--- src/rtl/b16_uart.sv ---
// b16_uart: memory-mapped 8N1 UART for the b16 CPU data bus with one-byte TX holding and RX holding registers
// Ports: clk/nreset clock and async active-low reset; sel/addr/r/w/dwrite CPU bus cycle;
//        rdata read data (0 unless sel&r); txd/rxd serial lines; irq level interrupt request.
// Registers by addr[2:1]: 0 DATA, 1 STAT, 2 DIV, 3 reserved.
`timescale 1ns/1ps
module b16_uart #(
  parameter int l = 16,
  parameter logic [l-1:0] DIV_RESET = 16'd433
) (
  input  logic         clk,
  input  logic         nreset,
  input  logic         sel,
  input  logic [l-1:0] addr,
  input  logic         r,
  input  logic [1:0]   w,
  input  logic [l-1:0] dwrite,
  output logic [l-1:0] rdata,
  output logic         txd,
  input  logic         rxd,
  output logic         irq
);
  typedef enum logic [1:0] {IDLE, START, DATA, STOP} st_t;
  st_t tx_st, tx_nxt, rx_st, rx_nxt;
  logic [l-1:0] div, eff_div, tx_cnt, rx_cnt;
  logic [7:0] tx_hold, tx_sh, tx_sh_n, rx_sh, rx_hold, stat;
  logic [2:0] tx_bit, rx_bit;
  logic tx_full, txd_n, tx_load, tx_done, rx_done;
  logic s1, s2, s3, rx_valid, rx_overrun, frame_err, ie_rx, ie_tx;
  logic pop, wr_data, wr_stat, wr_div, stop_ev, rx_good, rx_load;
  logic unused_addr;
  assign unused_addr = ^{addr[l-1:3], addr[0]};
  // Divisors below 3 would leave too few clocks per bit for the half-bit RX start check
  assign eff_div = div < l'(3) ? l'(3) : div;
  assign pop = sel & r & (addr[2:1] == 2'd0);
  // The holding register counts as empty on the edge it moves into the shifter
  assign wr_data = sel & w[0] & (addr[2:1] == 2'd0) & (!tx_full | tx_load);
  assign wr_stat = sel & w[0] & (addr[2:1] == 2'd1);
  assign wr_div = sel & (addr[2:1] == 2'd2);
  assign stat = {ie_tx, ie_rx, 1'b0, frame_err, rx_overrun, rx_valid, tx_st != IDLE, tx_full};
  assign rdata = !(sel & r) ? '0 :
                 addr[2:1] == 2'd0 ? l'(rx_hold) :
                 addr[2:1] == 2'd1 ? l'(stat) :
                 addr[2:1] == 2'd2 ? div : '0;
  assign tx_done = tx_cnt == '0;
  always_comb begin
    tx_nxt = tx_st;
    tx_sh_n = tx_sh;
    tx_load = 1'b0;
    case (tx_st)
      IDLE: begin
        tx_load = tx_full;
        tx_nxt = tx_full ? START : IDLE;
      end
      START: tx_nxt = tx_done ? DATA : START;
      DATA: begin
        tx_nxt = tx_done && tx_bit == 3'd7 ? STOP : DATA;
        tx_sh_n = tx_done ? tx_sh >> 1 : tx_sh;
      end
      default: begin
        tx_load = tx_done & tx_full;
        tx_nxt = tx_done ? (tx_full ? START : IDLE) : STOP;
      end
    endcase
    if (tx_load) tx_sh_n = tx_hold;
    txd_n = tx_nxt == START ? 1'b0 : tx_nxt == DATA ? tx_sh_n[0] : 1'b1;
  end
  assign rx_done = rx_cnt == '0;
  assign stop_ev = rx_st == STOP && rx_done;
  assign rx_good = stop_ev & s2;
  // A byte completing on the same edge as a pop replaces the popped one
  assign rx_load = rx_good & (!rx_valid | pop);
  always_comb begin
    rx_nxt = rx_st;
    case (rx_st)
      IDLE: rx_nxt = s3 & !s2 ? START : IDLE;
      START: rx_nxt = rx_done ? (s2 ? IDLE : DATA) : START;
      DATA: rx_nxt = rx_done && rx_bit == 3'd7 ? STOP : DATA;
      default: rx_nxt = rx_done ? IDLE : STOP;
    endcase
  end
  always_ff @(posedge clk or negedge nreset) begin
    if (!nreset) begin
      tx_st <= IDLE;
      tx_cnt <= '0;
      tx_bit <= '0;
      tx_sh <= '0;
      tx_hold <= '0;
      tx_full <= 1'b0;
      txd <= 1'b1;
    end else begin
      tx_st <= tx_nxt;
      // Idle keeps the counter primed so START gets a full bit period
      tx_cnt <= tx_st == IDLE || tx_done ? eff_div : tx_cnt - 1'b1;
      tx_bit <= tx_st == START ? 3'd0 : tx_st == DATA && tx_done ? tx_bit + 3'd1 : tx_bit;
      tx_sh <= tx_sh_n;
      tx_hold <= wr_data ? dwrite[7:0] : tx_hold;
      tx_full <= wr_data | (tx_full & !tx_load);
      txd <= txd_n;
    end
  end
  always_ff @(posedge clk or negedge nreset) begin
    if (!nreset) begin
      {s1, s2, s3} <= 3'b111;
      rx_st <= IDLE;
      rx_cnt <= '0;
      rx_bit <= '0;
      rx_sh <= '0;
      rx_hold <= '0;
      rx_valid <= 1'b0;
      rx_overrun <= 1'b0;
      frame_err <= 1'b0;
    end else begin
      {s1, s2, s3} <= {rxd, s1, s2};
      rx_st <= rx_nxt;
      // Idle preloads half a bit so START samples the middle of the start bit
      rx_cnt <= rx_st == IDLE ? eff_div >> 1 : rx_done ? eff_div : rx_cnt - 1'b1;
      rx_bit <= rx_st == START ? 3'd0 : rx_st == DATA && rx_done ? rx_bit + 3'd1 : rx_bit;
      rx_sh <= rx_st == DATA && rx_done ? {s2, rx_sh[7:1]} : rx_sh;
      rx_hold <= rx_load ? rx_sh : rx_hold;
      rx_valid <= rx_load | (rx_valid & !pop);
      rx_overrun <= rx_good & rx_valid & !pop ? 1'b1 : wr_stat & dwrite[3] ? 1'b0 : rx_overrun;
      frame_err <= stop_ev & !s2 ? 1'b1 : wr_stat & dwrite[4] ? 1'b0 : frame_err;
    end
  end
  always_ff @(posedge clk or negedge nreset) begin
    if (!nreset) begin
      div <= DIV_RESET;
      ie_rx <= 1'b0;
      ie_tx <= 1'b0;
      irq <= 1'b0;
    end else begin
      div[15:8] <= wr_div & w[1] ? dwrite[15:8] : div[15:8];
      div[7:0] <= wr_div & w[0] ? dwrite[7:0] : div[7:0];
      ie_rx <= wr_stat ? dwrite[6] : ie_rx;
      ie_tx <= wr_stat ? dwrite[7] : ie_tx;
      irq <= (ie_rx & rx_valid) | (ie_tx & !tx_full);
    end
  end
endmodule

--- config.mk ---
export PLATFORM = sky130hd
export DESIGN_NAME = b16_uart
export DESIGN_NICKNAME = d
export VERILOG_FILES = /design/src/rtl/b16_uart.sv
export SDC_FILE = /design/constraint.sdc
export NUM_CORES = 1
export LEC_CHECK = 0
export CORE_ASPECT_RATIO = 1.25
export CORE_UTILIZATION = 61
export CTS_CLUSTER_DIAMETER = 100
export DETAILED_ROUTE_END_ITERATION = 7
export PLACE_DENSITY_LB_ADDON = 0.08
export REMOVE_ABC_BUFFERS = 1
export SETUP_SLACK_MARGIN = 0.3
export SYNTH_ARGS = -nofsm -noshare
export SYNTH_HDL_FRONTEND = slang
export SYNTH_SLANG_ARGS = --single-unit
--- constraint.sdc ---
create_clock -name clk -period 8.1 [get_ports clk]
set_input_delay 1.62 -clock clk [delete_from_list [all_inputs] [get_ports clk]]
set_output_delay 1.62 -clock clk [all_outputs]
set_load 0.02 [all_outputs]
== Yosys cells after proc, flatten, opt, wreduce, memory -nomap -nowiden ==
Index checks and enable logic that the tools add are counted.

* Add/subtract/negate cells: 4
* Multiplexer cells: 33
* Equal/unequal tests: 11
* Bitwise logic cells: 27
* Reductions and logical operators: 25
* Order comparisons: 1

{| class="wikitable"
|+ Operators by type and width
! operator !! count
|-
| two-way mux 16 bit || 8
|-
| zero test 16 bit || 2
|-
| subtractor 16 x 1 -> 16 bit, second input constant || 2
|-
| two-way mux 8 bit || 3
|-
| AND 1 bit || 22
|-
| < comparator 16 x 2 -> 1 bit, second input constant || 1
|-
| nonzero test 2 bit || 7
|-
| two-way mux 3 bit || 4
|-
| one-hot mux 2 bit (3 select lines) || 2
|-
| equality test 2 bit, second input constant || 5
|-
| two-way mux 1 bit || 10
|-
| two-way mux 2 bit || 5
|-
| equality test 2 x 1 -> 1 bit, second input constant || 4
|-
| adder 3 x 1 -> 3 bit, second input constant || 2
|-
| equality test 3 bit, second input constant || 2
|-
| zero test 2 bit || 3
|-
| logical AND 1 bit || 5
|-
| zero test 1 bit || 5
|-
| bitwise OR 1 bit || 5
|-
| one-hot mux 1 bit (2 select lines) || 1
|-
| AND reduction 2 bit || 1
|-
| OR reduction 2 bit || 1
|-
| logical OR 1 bit || 1
|}

* Register bits: 101
* Bits of input ports: 39

== Logic depth before layout (Yosys ltp) ==
Gate-level depths: netlist of the first run.

* Word-level depth: 7
* Depth in mapped cells: 10
* Gate-level depth less buffers: 7

== Worst setup path before layout of the first run ==
Ideal clock, no wire load.

* Path type: input -> output
* Start point: input addr[2]
* End point: output rdata[10]
* Arrival time: 2796 ps
* Slack: 3684 ps
* Buffers on the path: 1
* Required time: 6480 ps
* Stages on the path: 4
* Path through: buf_1 > nor2b_1 > nor2b_1 > and2_1

* Longest elaborated chain between the ends: 5
* Elaborated cells between the ends (all ways): 7
* Classes of those cells: 2 x eq/ne; 4 x mux; 1 x reduce/logical

{| class="wikitable"
|+ Ends and longest elaborated chain
! element !! line !! text
|-
| from (decl) || 13 || <nowiki>input logic [l-1:0] addr,</nowiki>
|-
| equality test 2 bit || 43 || <nowiki>addr[2:1] == 2'd2 ? div : '0;</nowiki>
|-
| two-way mux 16 bit || 43 ||
|-
| two-way mux 16 bit || 42 || <nowiki>addr[2:1] == 2'd1 ? l'(stat) :</nowiki>
|-
| two-way mux 16 bit * || 41 || <nowiki>addr[2:1] == 2'd0 ? l'(rx_hold) :</nowiki>
|-
| two-way mux 16 bit * || 40 || <nowiki>assign rdata = !(sel & r) ? '0 :</nowiki>
|-
| to (decl) || 17 || <nowiki>output logic [l-1:0] rdata,</nowiki>
|}

Mark *: on every way between the ends. The rest lies on a longest branch, timed or not.

== Worst setup path in the final report of the first run ==
* Start point: input addr[2]
* End point: output rdata[8]

The elaborated chain is that of the path after synthesis.

==> results_dict.tcl, run 1 <==
set metrics [dict create \
    grt.total_usage 0.268 \
    busiest_layer "met2" \
    dp_hpwl_mm 7.75 \
    layout.area.seq_mm2 0.00254 \
    finalCriticalPeriod_ns 5.66 \
    path_buf_inv 2 \
    synth_area_leaders "dfrtp_1, mux2_2, o21ai_0" \
    rsz0062_at_grt "false" \
    outcome "finished clean" \
    syn_avg_cell_area_um2 10.2 \
    wl_per_cell_um 17.2 \
    regToRegEndpoint "rx_hold[4]$_DFFE_PN0P_" \
    post_cts_buffers 0 \
    tns_ns 0 \
    layout.nets 588 \
    worstPathArrival_ns 4.04 \
    dieArea_mm2 0.00887 \
    htreeDepth 3 \
    setup_viol 0 \
    cpPeakStageDelay_ns 0.84 \
    startpoint_type "input pin" \
    drt_iter0_drc 274 \
    drive_gt1_frac 0.152 \
    cap_violations 0 \
    cts.clk_slew.worst_paths_ns 0.09 \
    endpoint_kind "primary output" \
    root_buffer "clkbuf_8" \
    clockBufferDepth 2 \
    hold_path_depth 0 \
    hp-class "flip-flop to flip-flop" \
    post_cts_resized 0 \
    hp-start "s1$_DFF_PN1_" \
    ys.warnings.count 0 \
    grt_pass1_wl_mm 18.3 \
    multiInputGateArea_mm2 0.00248 \
    worstPathCellList "clkdlybuf4s50_1 -> nor2b_1 -> nor2b_1 -> and2_1 -> clkdlybuf4s50_1" \
    numCtsBuffers 9 \
    fin_ws_ns 2.44 \
    place_ws_ns 2.44 \
    relSlewSlack 0.359 \
    path_class "input pin to primary output" \
    async_reset_ff_frac 1.00 \
    io_pins 57 \
    ctsHoldBuffers 0 \
    worst_pin_slew_ns 0.958 \
    grtUsageMet3 0.0624 \
    hold_end "s2$_DFF_PN1_" \
    clock_latency_ns 0.39 \
    vias 3922 \
    hold_viol_final 0 \
    vdd_ir_drop_max_uv 153 \
    syn_area_mm2 0.00518 \
    skew_ns 0.0107 \
    grt-ovfl-total 0 \
    period_share 0.699 \
    die_h_um 105 \
    num-fill-cells 622 \
    rows 37 \
    yosysTopAreaCell "dfrtp_1" \
    yosysMostFrequentCell "dfrtp_1" \
    cts_num_sinks 101 \
    yosysUniqueCellTypes 57 \
    yosysSeqAreaShare 0.490 \
    ys_ff_latch 101 \
    die_x_um 84.4 \
    gr-usage-met2 0.457 \
    report.final.slew_viol_count 0 \
    p_leak_nw 2.53 \
    start_util 0.629 \
    reg2reg_slack_ns 4.78 \
    worst_path_max_delay_cell "clkdlybuf4s50_1" \
    grt_max_degree 61 \
    synth_top_area_share 0.444 \
    synthCells 508 \
    synth_ff_type "dfrtp_1" \
    path_max_fanout 12 \
    routabilityCongestion 0.892 \
    required_ns 6.48 \
    synth_commonest_cells "dfrtp_1, nand2_1, o21ai_0" \
    fmax_ghz 0.177 \
    detail_route.first_pass.iterations 5 \
    antenna_found_initial 0 \
    grt_util_met1 0.337 \
    drc_errors 0 \
    grt_pass1_vias 3828 \
    routed_via_density 6.10 \
    drt_wl_total_mm 11.0 \
    cp_top_family "buffers and inverters" \
    n_antenna_cell 0 \
    cts_tree "built" \
    syn_to_final_growth_pct 12.2 \
    p_per_area_mw_per_mm2 266 \
    portBuffers 42 \
    ant_nets 0 \
    r2r-start "rx_cnt[7]$_DFF_PN0_" \
    core-area_mm2 0.00824 \
    reg2reg_depth 5 \
    synth_edf_count 0 \
]
cell usage in the layout, fill, tap and decap left out, types with 3 or more instances in the layout:
cell              n
a21oi_1          26
and3_1            4
a31oi_1           3
nand3b_1          3
or4_4             3
ha_1              8
clkinv_4          3
xnor2_1          14
dfrtp_1          92
xor2_1            7
nor2b_1           4
or2_2             3
o22ai_1           3
mux2_2           34
nand3_1          18
inv_1            15
nor4_1           12
mux2_4            8
and2_1           10
clkbuf_8         10
clkdlybuf4s50_1  41
mux2i_1          18
buf_4             4
nor2_1           41
nand2_1          49
a22o_1            6
or4_1             4
o21ai_0          48
dfstp_2           9
nor3_1           10
sequential cells by signal (all words and copies together), names as in the netlist, 2 cells and up:
signal,count
rx_sh,8
tx_cnt,16
rx_hold,8
div,16
rx_st,2
tx_sh,8
tx_st,2
tx_hold,8
rx_bit,3
tx_bit,3
rx_cnt,16
worst max-delay path by stage:
stage	startpoint	to	cells past startpoint
5_1_grt	addr[2]	rdata[8]	5
3_3_place_gp	addr[2]	rdata[8]	5
4_1_cts	addr[2]	rdata[8]	5
2_1_floorplan	addr[1]	rdata[0]	3
6_report	addr[2]	rdata[8]	5
3_5_place_dp	addr[2]	rdata[8]	5
kinds of logic (layout without fill, tap and decap cells):
family,after synthesis,count (layout),synth area share
and+or+nand+nor,174,174,0.170
AOI/OAI and AO/OA,106,106,0.122
DFF,101,101,0.490
muxes,60,60,0.132
buffers and inverters,38,76,0.0314
xor gates and xnor gates,21,21,0.0355
adders and majority gates,8,8,0.0193
cell type report:
type,count,area share
timing repair buffer,45,0.0758
inverter,15,0.00969
clock buffer,11,0.0243
clock inverter,5,0.00624
multi-input combinational,369,0.426
sequential,101,0.437
tap,97,0.0209
per-layer routing:
metal	part of all wire	vias to the layer above
met1	0.43	1968
met4	0.012	0
met5	0	-
met3	0.042	11
met2	0.52	75
li1	-	1868
worst reg2reg max path, cell delays in order (launching register included):
cell     delay, ns
dfrtp_1       0.44
or4_1         0.55
or4_1         0.57
nor2_1        0.73
nand3_1       0.50
mux2_2        0.41
power by group:
group | switching, W | leakage (nW) | internal [W]
Clock | 0.000178 | 0.0933 | 0.000121
Combinational | 0.000221 | 1.17 | 0.000225
Sequential | 0.000156 | 1.27 | 0.000648
Total | 0.000555 | 2.53 | 0.000993
stage by stage:
stage | cell area, µm² | cells | utilization | power, W | hold WS (ns)
5_1_grt | 5810 | 643 | 0.705 | 0.00164 | 0.369
3_3_place_gp | 5640 | 627 | 0.684 | 0.00123 | 0.347
2_1_floorplan | 5070 | 485 | - | 0.00110 | 0.345
4_1_cts | 5810 | 643 | 0.705 | 0.00155 | 0.362
6_report | 5810 | 643 | 0.705 | 0.00155 | 0.363
3_5_place_dp | 5640 | 627 | 0.684 | 0.00125 | 0.349
Note: power is estimated with default switching activity, not from simulation.
==> run 2: changes to the inputs <==
- CORE_UTILIZATION: 61 -> 51
- clock period: 8.1 -> 4.75 ns (I/O delays scaled with it)
==> run 2 against run 1 <==
Compared with the run above: final cell count grew 4.8%; sequential share of layout area shrank 1.4 points; global-route usage shrank 3.2 points; clock power grew to 2.6 times the previous value; first-iteration DRC count shrank 59%; non-clock buffer count grew 2; via count shrank 2.9%; clock skew shrank 0.0045 ns; register-to-register slack lost 3.0 ns.
==> results_dict.tcl, run 2 (same netlist as run 1, synthesis figures left out) <==
set metrics [dict create \
    outcome "finished clean" \
    drc_errors 0 \
    cpPeakStageDelay_ns 0.61 \
    drt_iter0_drc 111 \
    syn_to_final_growth_pct 15.9 \
    grt_max_degree 83 \
    dp_hpwl_mm 7.96 \
    reg_top3 "div x16, rx_cnt x16, tx_cnt x16" \
    cts_num_sinks 101 \
    p_leak_nw 2.60 \
    report.final.slew_viol_count 0 \
    worstPathCellList "clkdlybuf4s50_1 -> nor2b_1 -> nor2b_1 -> and2_1 -> clkdlybuf4s50_1" \
    cp_top_family "buffers and inverters" \
    place_ws_ns 0.643 \
    ant_nets 0 \
    vdd_ir_drop_max_uv 238 \
    layout.nets 590 \
    required_ns 3.80 \
    detail_route.first_pass.iterations 4 \
    hold_viol_final 0 \
    layout_common_cells "dfrtp_1, nand2_1, o21ai_0" \
    dieArea_mm2 0.0106 \
    grt.total_usage 0.236 \
    rows 40 \
    post_cts_resized 0 \
    rsz0062_at_grt "false" \
    path_class "input pin to primary output" \
    path_buf_inv 2 \
    grt_pass1_vias 3763 \
    numCtsBuffers 9 \
    io_pins 57 \
    setup_viol 0 \
    tns_ns 0 \
    reg2reg_slack_ns 1.75 \
    relSlewSlack 0.310 \
    fin_ws_ns 0.656 \
    worstPathArrival_ns 3.14 \
    root_buffer "clkbuf_16" \
    routed_via_density 5.65 \
    cts.clk_slew.worst_paths_ns 0.06 \
    start_util 0.531 \
    final_common_cell "dfrtp_1" \
    post_cts_buffers 0 \
    n_antenna_cell 0 \
    p_per_area_mw_per_mm2 486 \
    grt-ovfl-total 0 \
    startpoint_type "input pin" \
    vias 3809 \
    endpoint_kind "primary output" \
    cap_violations 0 \
    finalCriticalPeriod_ns 4.09 \
    ctsHoldBuffers 0 \
    worst_pin_slew_ns 1.03 \
    num-fill-cells 876 \
    worst_path_max_delay_cell "clkdlybuf4s50_1" \
    core-area_mm2 0.00976 \
    clockBufferDepth 2 \
    skew_ns 0.00620 \
    clock_latency_ns 0.35 \
    wl_per_cell_um 16.9 \
    die_h_um 115 \
    grt_pass1_wl_mm 19.3 \
    htreeDepth 3 \
    drt_wl_total_mm 11.4 \
    fmax_ghz 0.244 \
    antenna_found_initial 0 \
    cts_tree "built" \
    die_x_um 92.1 \
    portBuffers 42 \
    path_max_fanout 12 \
    period_share 0.862 \
    hp-class "flip-flop to flip-flop" \
    drive_gt1_frac 0.153 \
    routabilityCongestion 0.823 \
]
==> run 2: where the power goes <==
part / total [W] / internal (W) / switching (W)
sequential: 0.00137 / 0.00111 / 0.000268
clock: 0.000787 / 0.000466 / 0.000321
combinational: 0.000759 / 0.000385 / 0.000374
==> run 2: worst reg2reg max path: stages, from the launching register on <==
cell	delay, ns
dfrtp_1	0.44
or4_1	0.56
or4_1	0.57
nor2_1	0.39
buf_4	0.24
nand3b_1	0.30
mux2_2	0.38
==> run 2: stage by stage <==
| stage | total power [W] | hold slack (ns) | utilization | std cells | area, µm² |
|---|---|---|---|---|---|
| global placement | 0.00210 | 0.346 | 0.583 | 658 | 5690 |
| global route | 0.00310 | 0.362 | 0.615 | 674 | 6000 |
| CTS | 0.00294 | 0.361 | 0.615 | 674 | 6000 |
| floorplan | 0.00188 | 0.345 | - | 485 | 5070 |
| detailed placement | 0.00213 | 0.347 | 0.583 | 658 | 5690 |
| finish | 0.00292 | 0.359 | 0.615 | 674 | 6000 |
==> run 2: path summary, 6_finish.rpt <==
| check | from | to | cells after the start |
|---|---|---|---|
| min in group asynchronous | nreset | tx_sh[5]$_DFFE_PN0P_ | 1 |
| hold reg to reg | s1$_DFF_PN1_ | s2$_DFF_PN1_ | 0 |
| max in group asynchronous | nreset | div[4]$_DFFE_PN1P_ | 2 |
| setup / recovery | addr[1] | rdata[11] | 5 |
| hold / removal | s1$_DFF_PN1_ | s2$_DFF_PN1_ | 0 |
| setup reg to reg | rx_cnt[7]$_DFF_PN0_ | rx_sh[7]$_DFFE_PN0P_ | 6 |
==> run 2: area by class of cell <==
type	count	area, µm²	area share
sequential	101	2540	0.423
multi-input combinational	369	2480	0.413
timing repair buffer	47	455	0.0758
clock buffer	11	233	0.0388
tap	126	158	0.0263
clock inverter	5	85.1	0.0142
inverter	15	56.3	0.00938
==> run 2: layer usage <==
metal	routed length, µm	vias to the layer above	global-route usage
met5	0	-	0
met4	115	0	0.0688
met3	248	10	0.0471
met2	5830	31	0.404
met1	5210	1891	0.303
li1	-	1877	-
